==> config.mk <==
export PLATFORM = sky130hd
export DESIGN_NAME = keypad_scanner
export DESIGN_NICKNAME = d
export VERILOG_FILES = /design/src/rtl/keypad_scanner.sv
export SDC_FILE = /design/constraint.sdc
export NUM_CORES = 1
export LEC_CHECK = 0
export ABC_AREA = 1
export CORE_AREA = 8 8 152 125
export CTS_CLUSTER_SIZE = 16
export DETAILED_ROUTE_END_ITERATION = 6
export DIE_AREA = 0 0 160 133
export PLACE_DENSITY_LB_ADDON = 0.25
export SYNTH_ARGS = -nofsm -noshare
export SYNTH_HDL_FRONTEND = slang
export SYNTH_SLANG_ARGS = --single-unit
==> constraint.sdc <==
create_clock -name clk -period 18.2 [get_ports clk]
set_input_delay 3.64 -clock clk [delete_from_list [all_inputs] [get_ports clk]]
set_output_delay 3.64 -clock clk [all_outputs]
set_load 0.03 [all_outputs]
==> src/rtl/keypad_scanner.sv <==
// keypad_scanner
//   Scans a 4x4 matrix keypad one column at a time, debounces over whole
//   scans, encodes a single pressed key to its hex code and queues each new
//   key press in a 2-entry event FIFO drained through a valid/ready handshake.
//
// Ports
//   clk        system clock
//   rst        synchronous active-high reset
//   col[3:0]   column drive, active-low, one column low at a time
//   row[3:0]   row sense, active-low, asynchronous to clk
//   key_valid  FIFO head holds an event
//   key_code   hex code of the FIFO head (0 when empty)
//   key_ready  consumer pops the head when key_valid && key_ready
//   key_down   debounced level: exactly one key held
//   overflow   sticky: an event was dropped because the FIFO was full
//   ovf_clr    one-cycle pulse clearing overflow (a same-cycle set wins)
module keypad_scanner #(
  parameter int SCAN_DIV       = 100000,
  parameter int DEBOUNCE_SCANS = 4
) (
  input  logic       clk,
  input  logic       rst,
  output logic [3:0] col,
  input  logic [3:0] row,
  output logic       key_valid,
  output logic [3:0] key_code,
  input  logic       key_ready,
  output logic       key_down,
  output logic       overflow,
  input  logic       ovf_clr
);

  localparam int CNT_W = (SCAN_DIV > 2) ? $clog2(SCAN_DIV) : 1;
  localparam int STB_W = (DEBOUNCE_SCANS > 1) ? $clog2(DEBOUNCE_SCANS + 1) : 1;
  localparam logic [CNT_W-1:0] CYC_LAST = CNT_W'(SCAN_DIV - 1);
  localparam logic [STB_W-1:0] STB_MAX  = STB_W'(DEBOUNCE_SCANS);

  // Scan result: hit=0 means NONE (no key or several keys).
  typedef struct packed {
    logic       hit;
    logic [3:0] code;
  } res_t;

  localparam res_t RES_NONE = '0;

  // Hex code of the key at row r, column c.
  function automatic logic [3:0] key_map(input logic [1:0] r, input logic [1:0] c);
    logic [3:0] k;
    k = '0;
    case ({r, c})
      4'h0: k = 4'h1;
      4'h1: k = 4'h2;
      4'h2: k = 4'h3;
      4'h3: k = 4'hA;
      4'h4: k = 4'h4;
      4'h5: k = 4'h5;
      4'h6: k = 4'h6;
      4'h7: k = 4'hB;
      4'h8: k = 4'h7;
      4'h9: k = 4'h8;
      4'hA: k = 4'h9;
      4'hB: k = 4'hC;
      4'hC: k = 4'h0;
      4'hD: k = 4'hF;
      4'hE: k = 4'hE;
      4'hF: k = 4'hD;
    endcase
    return k;
  endfunction

  // Matrix bit index is col*4 + row. Anything other than exactly one set
  // bit (idle, multi-key, ghosting) collapses to NONE.
  function automatic res_t encode(input logic [15:0] m);
    res_t       res;
    int         ones;
    logic [3:0] idx;
    res  = RES_NONE;
    ones = 0;
    for (int i = 0; i < 16; i++) begin
      if (m[i]) begin
        idx      = 4'(i);
        ones     = ones + 1;
        res.hit  = 1'b1;
        res.code = key_map(idx[1:0], idx[3:2]);
      end
    end
    if (ones != 1) res = RES_NONE;
    return res;
  endfunction

  function automatic logic [STB_W-1:0] sat_inc(input logic [STB_W-1:0] v);
    return (v >= STB_MAX) ? STB_MAX : v + STB_W'(1);
  endfunction

  // Control state (reset)
  logic [CNT_W-1:0] cyc_q, cyc_d;
  logic [1:0]       col_idx_q, col_idx_d;
  logic [STB_W-1:0] stb_q, stb_d;
  res_t             prev_q, prev_d;
  res_t             deb_q, deb_d;
  logic             head_vld_q, head_vld_d;
  logic             tail_vld_q, tail_vld_d;
  logic [3:0]       head_q, head_d;
  logic             ovf_q, ovf_d;

  // Data path state (no reset; always rewritten before use)
  logic [3:0]  meta_q, meta_d;
  logic [3:0]  rs_q, rs_d;
  logic [11:0] samp_q, samp_d;
  logic [3:0]  tail_q, tail_d;

  logic       dwell_end;
  logic       scan_end;
  res_t       scan_res;
  logic       push;
  logic [3:0] push_code;
  logic       pop;
  logic       ovf_set;

  always_comb begin
    meta_d     = row;
    rs_d       = meta_q;
    samp_d     = samp_q;
    tail_d     = tail_q;
    cyc_d      = cyc_q;
    col_idx_d  = col_idx_q;
    stb_d      = stb_q;
    prev_d     = prev_q;
    deb_d      = deb_q;
    head_vld_d = head_vld_q;
    tail_vld_d = tail_vld_q;
    head_d     = head_q;
    push       = 1'b0;
    push_code  = '0;
    ovf_set    = 1'b0;

    // Column dwell: sample at end of dwell so the rows have settled.
    dwell_end = (cyc_q == CYC_LAST);
    scan_end  = dwell_end && (col_idx_q == 2'd3);
    cyc_d     = dwell_end ? '0 : cyc_q + CNT_W'(1);
    if (dwell_end) begin
      col_idx_d = col_idx_q + 2'd1;
      case (col_idx_q)
        2'd0:    samp_d[3:0]  = ~rs_q;
        2'd1:    samp_d[7:4]  = ~rs_q;
        2'd2:    samp_d[11:8] = ~rs_q;
        default: ;
      endcase
    end

    // Column 3 is taken straight from the synchronizer on the last dwell.
    scan_res = encode({~rs_q, samp_q});

    // Debounce over whole scans; every debounced entry into a key is an event.
    if (scan_end) begin
      prev_d = scan_res;
      stb_d  = (scan_res == prev_q) ? sat_inc(stb_q) : STB_W'(1);
      if ((stb_d == STB_MAX) && (scan_res != deb_q)) begin
        deb_d     = scan_res;
        push      = scan_res.hit;
        push_code = scan_res.code;
      end
    end

    // Pop first so a push into a full FIFO on a pop cycle finds room.
    pop = head_vld_q && key_ready;
    if (pop) begin
      if (tail_vld_q) begin
        head_d     = tail_q;
        tail_vld_d = 1'b0;
      end else begin
        head_vld_d = 1'b0;
        head_d     = '0;
      end
    end
    if (push) begin
      if (!head_vld_d) begin
        head_vld_d = 1'b1;
        head_d     = push_code;
      end else if (!tail_vld_d) begin
        tail_vld_d = 1'b1;
        tail_d     = push_code;
      end else begin
        ovf_set = 1'b1;
      end
    end

    ovf_d = ovf_set ? 1'b1 : (ovf_clr ? 1'b0 : ovf_q);
  end

  always_ff @(posedge clk) begin
    if (rst) begin
      cyc_q      <= '0;
      col_idx_q  <= '0;
      stb_q      <= '0;
      prev_q     <= RES_NONE;
      deb_q      <= RES_NONE;
      head_vld_q <= 1'b0;
      tail_vld_q <= 1'b0;
      head_q     <= '0;
      ovf_q      <= 1'b0;
    end else begin
      cyc_q      <= cyc_d;
      col_idx_q  <= col_idx_d;
      stb_q      <= stb_d;
      prev_q     <= prev_d;
      deb_q      <= deb_d;
      head_vld_q <= head_vld_d;
      tail_vld_q <= tail_vld_d;
      head_q     <= head_d;
      ovf_q      <= ovf_d;
    end
  end

  // Row synchronizer and column sample slots
  always_ff @(posedge clk) begin
    meta_q <= meta_d;
    rs_q   <= rs_d;
    samp_q <= samp_d;
    tail_q <= tail_d;
  end

  assign col       = ~(4'b0001 << col_idx_q);
  assign key_valid = head_vld_q;
  assign key_code  = head_q;
  assign key_down  = deb_q.hit;
  assign overflow  = ovf_q;

endmodule

==> results.md, run 1 <==
- Status: complete, no violations
- Clock share of power: 48.4%
- Synth Area in Compound Gates: 7.286%
- Peak Freq: 0.1050 GHz
- Reg power frac: 46.5%
- Crit path max fanout: 12
- Final Skew: 0.009394 ns
- Reg2reg start: samp_q[1]$_DFFE_PP_
- Clock-pin slew on the worst setup and hold paths: 0.06 ns
- Reg2Reg Depth: 56
- Critical Path Start Type: flop
- Area grow syn2layout: 14.11%
- Simple-gate share of the synthesized area: 45.44%
- Xor/xnor share of the synthesized area: 1.081%
- Final Max Slew Viols: 0
- Drt total wl: 10330 um
- First-pass GRT wire length: 18480 um
- GRT Overall Usage: 10.02%
- Detail Route Antenna Nets: 0
- Post-synth top flop: dfxtp_1
- DIE WIDTH: 160 um
- Core area: 0.01640 mm^2
- Clk Tree Root Cell: clkbuf_16
- Ys async rst share: 0%
- R2r setup slk: 8.68 ns
- Buffers added on ports: 18
- Setup violations, final: 0
- # diodes: 0
- Final WS setup: 8.675 ns
- Synth Cell Area: 0.004860 mm^2
- Hold Path Sink: rs_q[3]$_DFF_P_
- Largest family of logic cells by synthesized area: simple AND/OR/NAND/NOR gates
- Comb power frac: 5.1%
- Cell row count: 42
- Post-CTS setup repair buffer count: 0
- Mux contribution to synthesized area: 0%
- Placement Setup Slack: 8.651 ns
- Die Ht: 133 um
- Fraction of layout cells with a size suffix above 1: 13.87%
- NumNets Final: 791
- Top cell by count, worst path: nand2_1
- CTS tree: yes
- Pint: 0.2457 mW
- Max IR drop VDD: 0.00004472 V
- Worst Hold Class: reg -> reg
- Routed length per placed instance: 10.49 um
- Post-synthesis adder-cell area fraction: 6.179%
- Hold Startpoint: meta_q[3]$_DFF_P_
- Final setup TNS: 0 ns
- EDFF count, synth: 16
- Switching share of power: 21.95%
- GPL Wtd Cong: 0.7870
- Register area: 0.001421 mm^2
- RSZ-0062 raised after global routing: false
- Initial drt markers: 195
- Least-Margin Pin Slew: 0.8396 ns
- Post-synthesis register bit count: 63
- Post-DP HPWL: 8233 um
- Register area share after synthesis: 29.25%
- Post-CTS sizing: 0
- DRC viols: 0
- CTS sink cnt: 63
- Largest net degree at the start of global routing: 18
- Netlist cell types: 41
- Rel. slew slack: 43.82%
- DRT Pass-1 Iters: 4
- Hold path cells: 0
- Hold Buf Count CTS: 0
- Vias per Instance: 4.346
- Worst skew pair latency: 0.32 ns
- Initial antenna violation count: 0
- I/O pin count: 19
- Htree depth: 3
- Final Hold Viols: 0
- Period utilization: 52.33%
- Vias in the first global route: 4100
- WS Path Type: reg -> reg
- Arrival time worst endpoint: 9.52 ns
- CP required: 18.20 ns
- Most frequent cells in the layout: 197 x nand2_1, 122 x inv_1, 66 x nor2_1
- Number of CTS-inserted buffers: 9
- Fillers: 1805
- Syn_area_per_cell: 6.594 um^2
- Yosys warns: 0
- Global route total overflow: 0
- Area of the multi-input gates: 0.002915 mm^2
- Max cap viols: 0
- Sw power: 0.06908 mW
- Syn_nets: 769
- Slowest Stage Delay on Critical Path: 0.50 ns
- Mapped Cells: 737
- Clock Path Buffers: 2
- Initial core utilization: 29.64%
- Most common cell after layout, fill and taps aside: nand2_1
- Final Power: 0.3148 mW
- Leakage power: 2.619 nW
- PD cells: 56.76 mW/mm^2
- Fin crit period: 9.525 ns
- Total die area: 0.02128 mm^2
- R2R Path End: tail_q[2]$_DFFE_PP_
- Crit end category: flop
- Vias: 4276
- Crit-path slowest cell: a21oi_2
synthesized netlist by cell type, drive strengths merged (6+ instances only):
| library cell | count | area [um^2] |
|---|---|---|
| o21ai | 26 | 130.1 |
| nand3b | 8 | 63.81 |
| nor2 | 75 | 324.1 |
| nand3 | 78 | 555.5 |
| dfxtp | 47 | 940.9 |
| xor2 | 6 | 52.55 |
| inv | 128 | 480.5 |
| nor3 | 13 | 65.06 |
| a21oi | 33 | 168.9 |
| edfxtp | 16 | 480.5 |
| ha | 24 | 300.3 |
| nand4 | 15 | 100.1 |
| nand2 | 240 | 1013 |
registers in the layout, indices dropped and copies added, names as in the netlist:
register / flops
col_idx_q: 2
key_valid: 1
cyc_q: 17
meta_q: 4
tail_vld_q: 1
samp_q: 12
key_code: 4
key_down: 1
overflow: 1
rs_q: 4
deb_q: 4
stb_q: 3
tail_q: 4
prev_q: 5
critical path, delay by kind of cell (launching register included):
kind | cells | cell delay, ns
AND/OR/NAND/NOR | 33 | 3.56
AO/OA/AOI/OAI | 4 | 0.98
buffers and inverters | 5 | 0.41
flip-flops | 1 | 0.41
adder cells (fa/ha/maj) | 14 | 3.86
final cells by class:
cell class	count	area share, %
Multi-Input combinational cell	538	52.57
Sequential cell	63	25.63
Inverter	129	8.732
Tap cell	220	4.964
Clock buffer	12	4.445
Timing Repair Buffer	18	3.249
Clock inverter	4	0.4061
power groups by stage:
| stage | registers, mW | logic, mW | clock network (mW) |
|---|---|---|---|
| after global routing | 0.146 | 0.0188 | 0.163 |
| final | 0.146 | 0.0162 | 0.152 |
| after CTS | 0.146 | 0.0164 | 0.157 |
| after detailed placement | 0.149 | 0.0163 | 0 |
| after floorplan | 0.149 | 0.0125 | 0 |
| after global placement | 0.149 | 0.0162 | 0 |
kinds of logic after synthesis:
logic type,Yosys count
flops,63
compound gates,66
buf+inv,136
fa+ha+maj,24
xor+xnor,6
simple gates,442
metal layers:
layer	global-route usage, %	vias up	part of all wire [%]
met5	0	-	0
met3	1.643	4	2.2
met1	13.96	1839	57
met2	15.67	33	41
met4	2.642	0	0.55
li1	-	2400	-
metrics by stage:
step	hold slack [ns]	cell area [um^2]	utilization, %	cells
finish	0.3218	5545	33.82	984
global route	0.3298	5545	33.82	984
CTS	0.3254	5545	33.82	984
detailed placement	0.3136	5276	32.18	968
global placement	0.3112	5276	32.18	968
floorplan	0.3096	4860	-	737
worst max-delay path by stage:
stage	startpoint	to	slack, ns	cells after the start
4_1_cts	samp_q[1]$_DFFE_PP_	tail_q[0]$_DFFE_PP_	8.63	56
3_3_place_gp	samp_q[1]$_DFFE_PP_	tail_q[0]$_DFFE_PP_	8.92	56
3_5_place_dp	samp_q[1]$_DFFE_PP_	tail_q[1]$_DFFE_PP_	8.65	56
5_1_grt	samp_q[1]$_DFFE_PP_	tail_q[1]$_DFFE_PP_	7.67	56
6_report	samp_q[1]$_DFFE_PP_	tail_q[2]$_DFFE_PP_	8.68	56
2_1_floorplan	samp_q[0]$_DFFE_PP_	tail_q[0]$_DFFE_PP_	9.69	57
(Power assumes the default switching activity.)
==> run 2: changes to the inputs <==
==> constraint.sdc (replaced) <==
create_clock -name clk -period 8.7 [get_ports clk]
set_input_delay 1.74 -clock clk [delete_from_list [all_inputs] [get_ports clk]]
set_output_delay 1.74 -clock clk [all_outputs]
set_load 0.03 [all_outputs]
==> results.md, run 2 (same netlist as run 1, synthesis figures left out) <==
- Number of CTS-inserted buffers: 9 (unchanged)
- Global route total overflow: 0 (unchanged)
- Detail Route Antenna Nets: 0 (unchanged)
- I/O pin count: 19 (unchanged)
- DIE WIDTH: 160 um (unchanged)
- Finished Cell Area: 0.005986 mm^2 (was 0.005545 mm^2)
- WP depth: 58 (was 56)
- Arrival time worst endpoint: 8.26 ns (was 9.52 ns)
- Total die area: 0.02128 mm^2 (unchanged)
- Least-Margin Pin Slew: 0.8822 ns (was 0.8396 ns)
- Clock Path Buffers: 2 (unchanged)
- Largest regs: cyc_q: 17 flops, samp_q: 12 flops, prev_q: 5 flops (unchanged)
- Worst skew pair latency: 0.33 ns (was 0.32 ns)
- Final setup TNS: 0 ns (unchanged)
- CTS tree: yes (unchanged)
- Worst Hold Class: reg -> reg (unchanged)
- Largest net degree at the start of global routing: 18 (unchanged)
- Top reg by flops: cyc_q (unchanged)
- Critical Path End: tail_q[3]$_DFFE_PP_ (was tail_q[2]$_DFFE_PP_)
- Final hold slack: 0.3237 ns (was 0.3218 ns)
- Critical Path Start Type: flop (unchanged)
- Initial drt markers: 214 (was 195)
- PD cells: 110.4 mW/mm^2 (was 56.76 mW/mm^2)
- Final Max Slew Viols: 0 (unchanged)
- Fin crit period: 8.228 ns (was 9.525 ns)
- Routed length per placed instance: 10.44 um (was 10.49 um)
- GRT Overall Usage: 10.01% (was 10.02%)
- Initial antenna violation count: 0 (unchanged)
- CTS sink cnt: 63 (unchanged)
- Top delay family on crit path: adder cells (unchanged)
- DRT Pass-1 Iters: 5 (was 4)
- Drt total wl: 10580 um (was 10330 um)
- Most frequent cells in the layout: 183 x nand2_1, 117 x inv_1, 63 x nor2_1 (was 197 x nand2_1, 122 x inv_1, 66 x nor2_1)
- Hold Buf Count CTS: 0 (unchanged)
- Most common cell after layout, fill and taps aside: nand2_1 (unchanged)
- Leakage power: 2.764 nW (was 2.619 nW)
- Max reg flops: 17 (unchanged)
- Final Hold Viols: 0 (unchanged)
- Fillers: 1749 (was 1805)
- Clk Tree Root Cell: clkbuf_16 (unchanged)
- Register area: 0.001421 mm^2 (unchanged)
- Final WS setup: 0.4721 ns (was 8.675 ns)
- Critical Path Source: samp_q[0]$_DFFE_PP_ (was samp_q[1]$_DFFE_PP_)
- Vias: 4418 (was 4276)
- WS Path Type: reg -> reg (unchanged)
- Period utilization: 94.57% (was 52.33%)
- Max cap viols: 0 (unchanged)
- Placement Setup Slack: -0.1403 ns (was 8.651 ns)
- Cell row count: 42 (unchanged)
- Rel. slew slack: 40.97% (was 43.82%)
- Slowest Stage Delay on Critical Path: 0.41 ns (was 0.50 ns)
- R2R Path End: tail_q[3]$_DFFE_PP_ (was tail_q[2]$_DFFE_PP_)
- Cell total after placement: 982 (was 968)
- Setup violations, final: 0 (unchanged)
- Crit-path slowest cell: edfxtp_1 (was a21oi_2)
- Peak Freq: 0.1215 GHz (was 0.1050 GHz)
- Placed Area: 0.005394 mm^2 (was 0.005276 mm^2)
- Reg2reg start: samp_q[0]$_DFFE_PP_ (was samp_q[1]$_DFFE_PP_)
- Final Skew: 0.01082 ns (was 0.009394 ns)
- Htree depth: 3 (unchanged)
- Area of the multi-input gates: 0.003100 mm^2 (was 0.002915 mm^2)
- Layout Cells excl Fill: 1013 (was 984)
- Die Ht: 133 um (unchanged)
- Post-DP HPWL: 8293 um (was 8233 um)
- Reg2Reg Depth: 58 (was 56)
- Crit path max fanout: 7 (was 12)
- Buf+Inv Stages, Crit Path: 7 (was 5)
- Vias in the first global route: 4082 (was 4100)
- Max IR drop VDD: 0.00009401 V (was 0.00004472 V)
- Hold path cells: 0 (unchanged)
- Core area: 0.01640 mm^2 (unchanged)
- CP required: 8.73 ns (was 18.20 ns)
- Initial core utilization: 29.64% (unchanged)
- DRC viols: 0 (unchanged)
- Fraction of layout cells with a size suffix above 1: 21.56% (was 13.87%)
- # diodes: 0 (unchanged)
- Status: complete, no violations (unchanged)
- GPL Wtd Cong: 0.7878 (was 0.7870)
- First-pass GRT wire length: 18240 um (was 18480 um)
- Buffers added on ports: 18 (unchanged)
- Vias per Instance: 4.361 (was 4.346)
- Area grow syn2layout: 23.17% (was 14.11%)
- Clock-pin slew on the worst setup and hold paths: 0.05 ns (was 0.06 ns)
- Crit end category: flop (unchanged)
- NumNets Final: 820 (was 791)
- R2r setup slk: 0.47 ns (was 8.68 ns)
[run 2: cell count changes in the layout (fill, tap and decap cells not counted), sizes merged]
cell      delta
clkinv       +1
clkbuf       -2
buf         +28
clkinvlp     +2
[run 2: metrics by stage]
stage          utilization [%]  total power [mW]
2_1_floorplan                -            0.3368
3_3_place_gp             32.90            0.3472
3_5_place_dp             32.90            0.3472
4_1_cts                  34.69            0.6657
5_1_grt                  36.51            0.6908
6_report                 36.51            0.6611
[run 2: final cells by class]
cell class                 count  share of cell area (%)
tap                          220                   4.599
timing repair buffer          47                   7.337
sequential                    63                   23.75
clock buffer                   9                   3.763
clock inverter                 7                  0.6689
inverter                     129                   8.089
multi-input combinational    538                   51.80
[run 2: layer usage]
| layer | GRT usage (%) | part of all wire [%] | vias up |
|---|---|---|---|
| met5 | 0 | 0 | - |
| met4 | 2.953 | 0.43 | 0 |
| met3 | 2.046 | 2.7 | 2 |
| met2 | 15.16 | 42 | 42 |
| met1 | 14.00 | 55 | 1917 |
| li1 | - | - | 2457 |
[run 2: worst min-delay path by stage]
stage,slack [ns],start,end
3_3_place_gp,0.31,meta_q[0]$_DFF_P_,rs_q[0]$_DFF_P_
6_report,0.32,meta_q[0]$_DFF_P_,rs_q[0]$_DFF_P_
4_1_cts,0.33,meta_q[0]$_DFF_P_,rs_q[0]$_DFF_P_
2_1_floorplan,0.31,meta_q[0]$_DFF_P_,rs_q[0]$_DFF_P_
5_1_grt,0.33,meta_q[3]$_DFF_P_,rs_q[3]$_DFF_P_
3_5_place_dp,0.31,meta_q[3]$_DFF_P_,rs_q[3]$_DFF_P_
[run 2: power by group]
| group | internal, mW | switching, mW | leakage [nW] | total, mW |
|---|---|---|---|---|
| sequential | 0.303 | 0.00278 | 0.536 | 0.306 |
| clock | 0.189 | 0.124 | 0.122 | 0.313 |
| combinational | 0.0172 | 0.0251 | 2.11 | 0.0424 |
[run 2: timing repair]
action                                  in CTS  in global routing
pin swaps                                    1                 29
cloned                                       0                  1
buffers inserted                             0                 14
endpoints found under the setup margin      11                 23
resized for setup                            8                 41
[run 2: worst reg2reg max path: cells and delay by family (launching register included)]
family | cells | cell delay (ns)
AO/OA/AOI/OAI | 4 | 0.44
XOR/XNOR | 1 | 0.17
adder cells (fa/ha/maj) | 14 | 3.47
buffers and inverters | 7 | 0.65
flip-flops | 1 | 0.41
AND/OR/NAND/NOR | 32 | 2.81
==> run 3: changes to the inputs <==
--- a/config.mk
+++ b/config.mk
@@ -6,10 +6,10 @@
 export NUM_CORES = 1
 export LEC_CHECK = 0
 export ABC_AREA = 1
-export CORE_AREA = 8 8 152 125
+export CORE_AREA = 8 8 137 139
 export CTS_CLUSTER_SIZE = 16
 export DETAILED_ROUTE_END_ITERATION = 6
-export DIE_AREA = 0 0 160 133
+export DIE_AREA = 0 0 145 147
 export PLACE_DENSITY_LB_ADDON = 0.25
 export SYNTH_ARGS = -nofsm -noshare
 export SYNTH_HDL_FRONTEND = slang
==> results.md, run 3 (same netlist as run 1, synthesis figures left out) <==
- Hold Path Sink: rs_q[0]$_DFF_P_ (unchanged)
- Setup violations, final: 0 (unchanged)
- Slowest Stage Delay on Critical Path: 0.41 ns (about the same)
- R2R Path End: tail_q[2]$_DFFE_PP_ (was tail_q[3]$_DFFE_PP_)
- GRT Overall Usage: 10.05% (was 10.01%)
- Util after Layout: 35.86% (was 36.51%)
- Initial antenna violation count: 0 (unchanged)
- Worst skew pair latency: 0.33 ns (about the same)
- Routed length per placed instance: 10.41 um (was 10.44 um)
- Status: complete, no violations (unchanged)
- GPL Wtd Cong: 0.7682 (was 0.7878)
- Top cell by count, worst path: nand2_2
- Largest net degree at the start of global routing: 18 (unchanged)
- Final WS setup: 0.4936 ns (was 0.4721 ns)
- Fin crit period: 8.206 ns (was 8.228 ns)
- First-pass GRT wire length: 18480 um (was 18240 um)
- Crit path max fanout: 6 (was 7)
- Final Hold Viols: 0 (unchanged)
- Finished Cell Area: 0.006010 mm^2 (was 0.005986 mm^2)
- Area grow syn2layout: 23.66% (was 23.17%)
- # diodes: 0 (unchanged)
- Global route total overflow: 0 (unchanged)
- Placement Setup Slack: -0.1159 ns (was -0.1403 ns)
- Clk Tree Root Cell: clkbuf_16 (unchanged)
- Clock Path Buffers: 2 (unchanged)
- Peak Freq: 0.1219 GHz (was 0.1215 GHz)
- Fraction of layout cells with a size suffix above 1: 20.99% (was 21.56%)
- Detail Route Antenna Nets: 0 (unchanged)
- Rel. slew slack: 41.67% (was 40.97%)
- Leakage power: 2.780 nW (was 2.764 nW)
- Vias: 4466 (was 4418)
- PD cells: 114.6 mW/mm^2 (was 110.4 mW/mm^2)
- Post-DP HPWL: 8170 um (was 8293 um)
- Final hold slack: 0.3219 ns (was 0.3237 ns)
- Arrival time worst endpoint: 8.24 ns (was 8.26 ns)
- Max IR drop VDD: 0.0001051 V (was 0.00009401 V)
- Max reg flops: 17 (unchanged)
- CTS sink cnt: 63 (unchanged)
- Htree depth: 3 (unchanged)
- Initial drt markers: 158 (was 214)
- Largest regs: cyc_q: 17 flops, samp_q: 12 flops, prev_q: 5 flops (unchanged)
- Crit-path slowest cell: edfxtp_1 (unchanged)
- Vias in the first global route: 4249 (was 4082)
- Most frequent cells in the layout: 183 x nand2_1, 117 x inv_1, 64 x nor2_1 (was 183 x nand2_1, 117 x inv_1, 63 x nor2_1)
- Top reg by flops: cyc_q (unchanged)
- Reg2reg start: samp_q[0]$_DFFE_PP_ (unchanged)
- DRC viols: 0 (unchanged)
- DRT Pass-1 Iters: 5 (unchanged)
- Placed Area: 0.005413 mm^2 (was 0.005394 mm^2)
- Final Skew: 0.005146 ns (was 0.01082 ns)
- Buffers added on ports: 18 (unchanged)
- Hold path cells: 0 (unchanged)
- Drt total wl: 10580 um (unchanged)
- Max cap viols: 0 (unchanged)
- Die Ht: 147 um (was 133 um)
- Critical Path Source: samp_q[0]$_DFFE_PP_ (unchanged)
- Least-Margin Pin Slew: 0.8718 ns (was 0.8822 ns)
- DIE WIDTH: 145 um (was 160 um)
- Clock-pin slew on the worst setup and hold paths: 0.05 ns (about the same)
- WS Path Type: reg -> reg (unchanged)
- Cell row count: 48 (was 42)
- Vias per Instance: 4.396 (was 4.361)
- Hold Buf Count CTS: 0 (unchanged)
- Hold Startpoint: meta_q[0]$_DFF_P_ (unchanged)
- Most common cell after layout, fill and taps aside: nand2_1 (unchanged)
- R2r setup slk: 0.49 ns (was 0.47 ns)
- Critical Path Start Type: flop (unchanged)
- Total die area: 0.02132 mm^2 (was 0.02128 mm^2)
- Period utilization: 94.33% (was 94.57%)
- Final Max Slew Viols: 0 (unchanged)
- I/O pin count: 19 (unchanged)
- Crit end category: flop (unchanged)
- NumNets Final: 818 (was 820)
- Core area: 0.01676 mm^2 (was 0.01640 mm^2)
- Worst Hold Class: reg -> reg (unchanged)
- CP required: 8.73 ns (about the same)
- Reg2Reg Depth: 57 (was 58)
- Initial core utilization: 29.00% (was 29.64%)
- CTS tree: yes (unchanged)
- Number of CTS-inserted buffers: 9 (unchanged)
run 3: worst max path at each step:
stage / endpoint / slack (ns) / cells after the start
after floorplan: tail_q[0]$_DFFE_PP_ / 0.19 / 57
after global placement: tail_q[2]$_DFFE_PP_ / 0.02 / 60
after detailed placement: tail_q[2]$_DFFE_PP_ / -0.12 / 60
after CTS: tail_q[1]$_DFFE_PP_ / 0.02 / 60
after global routing: tail_q[2]$_DFFE_PP_ / -0.08 / 58
final: tail_q[2]$_DFFE_PP_ / 0.49 / 57
run 3: cell type report:
cell class | instances | area [um^2]
clock buffer | 11 | 232.7
clock inverter | 5 | 48.80
fill | 1771 | 10750
inverter | 129 | 484.2
multi-input combinational | 538 | 3094
sequential | 63 | 1421
tap | 225 | 281.5
timing repair buffer | 45 | 446.7
run 3: timing repair:
| action | in CTS | in global routing |
|---|---|---|
| pin swaps | 0 | 21 |
| setup buffers | 0 | 11 |
| cloned | 0 | 2 |
| resized for setup | 5 | 40 |
| endpoints found under the setup margin | 10 | 23 |
run 3: power by group:
group	switching [mW]	leakage, nW	internal (mW)
Combinational	0.0253	2.10	0.0176
Sequential	0.00284	0.536	0.303
Clock	0.121	0.141	0.219
Total	0.149	2.78	0.540
run 3: through the flow:
step	std cells	TNS [ns]	total power, mW
finish	1016	0	0.6885
global route	1016	-0.6445	0.7173
CTS	1003	0	0.6916
detailed placement	987	-0.4634	0.3478
global placement	987	0	0.3478
floorplan	737	0	0.3368
run 3: metal layers:
| layer | part of all wire [%] | up-vias | global-route usage (%) | wire length [um] |
|---|---|---|---|---|
| met5 | 0 | - | 0 | 0 |
| met4 | 0.99 | 0 | 3.314 | 105 |
| met3 | 1.8 | 8 | 1.815 | 187 |
| met2 | 48 | 34 | 17.55 | 5064 |
| met1 | 49 | 1973 | 12.21 | 5221 |
| li1 | - | 2451 | - | - |
run 3: worst max-delay path, delay by kind of cell (launching register included):
family	cells	cell delay [ns]
buffers and inverters	6	0.51
adders and majority gates	14	3.57
and+or+nand+nor	33	2.92
AOI/OAI and AO/OA	4	0.50
DFF	1	0.41
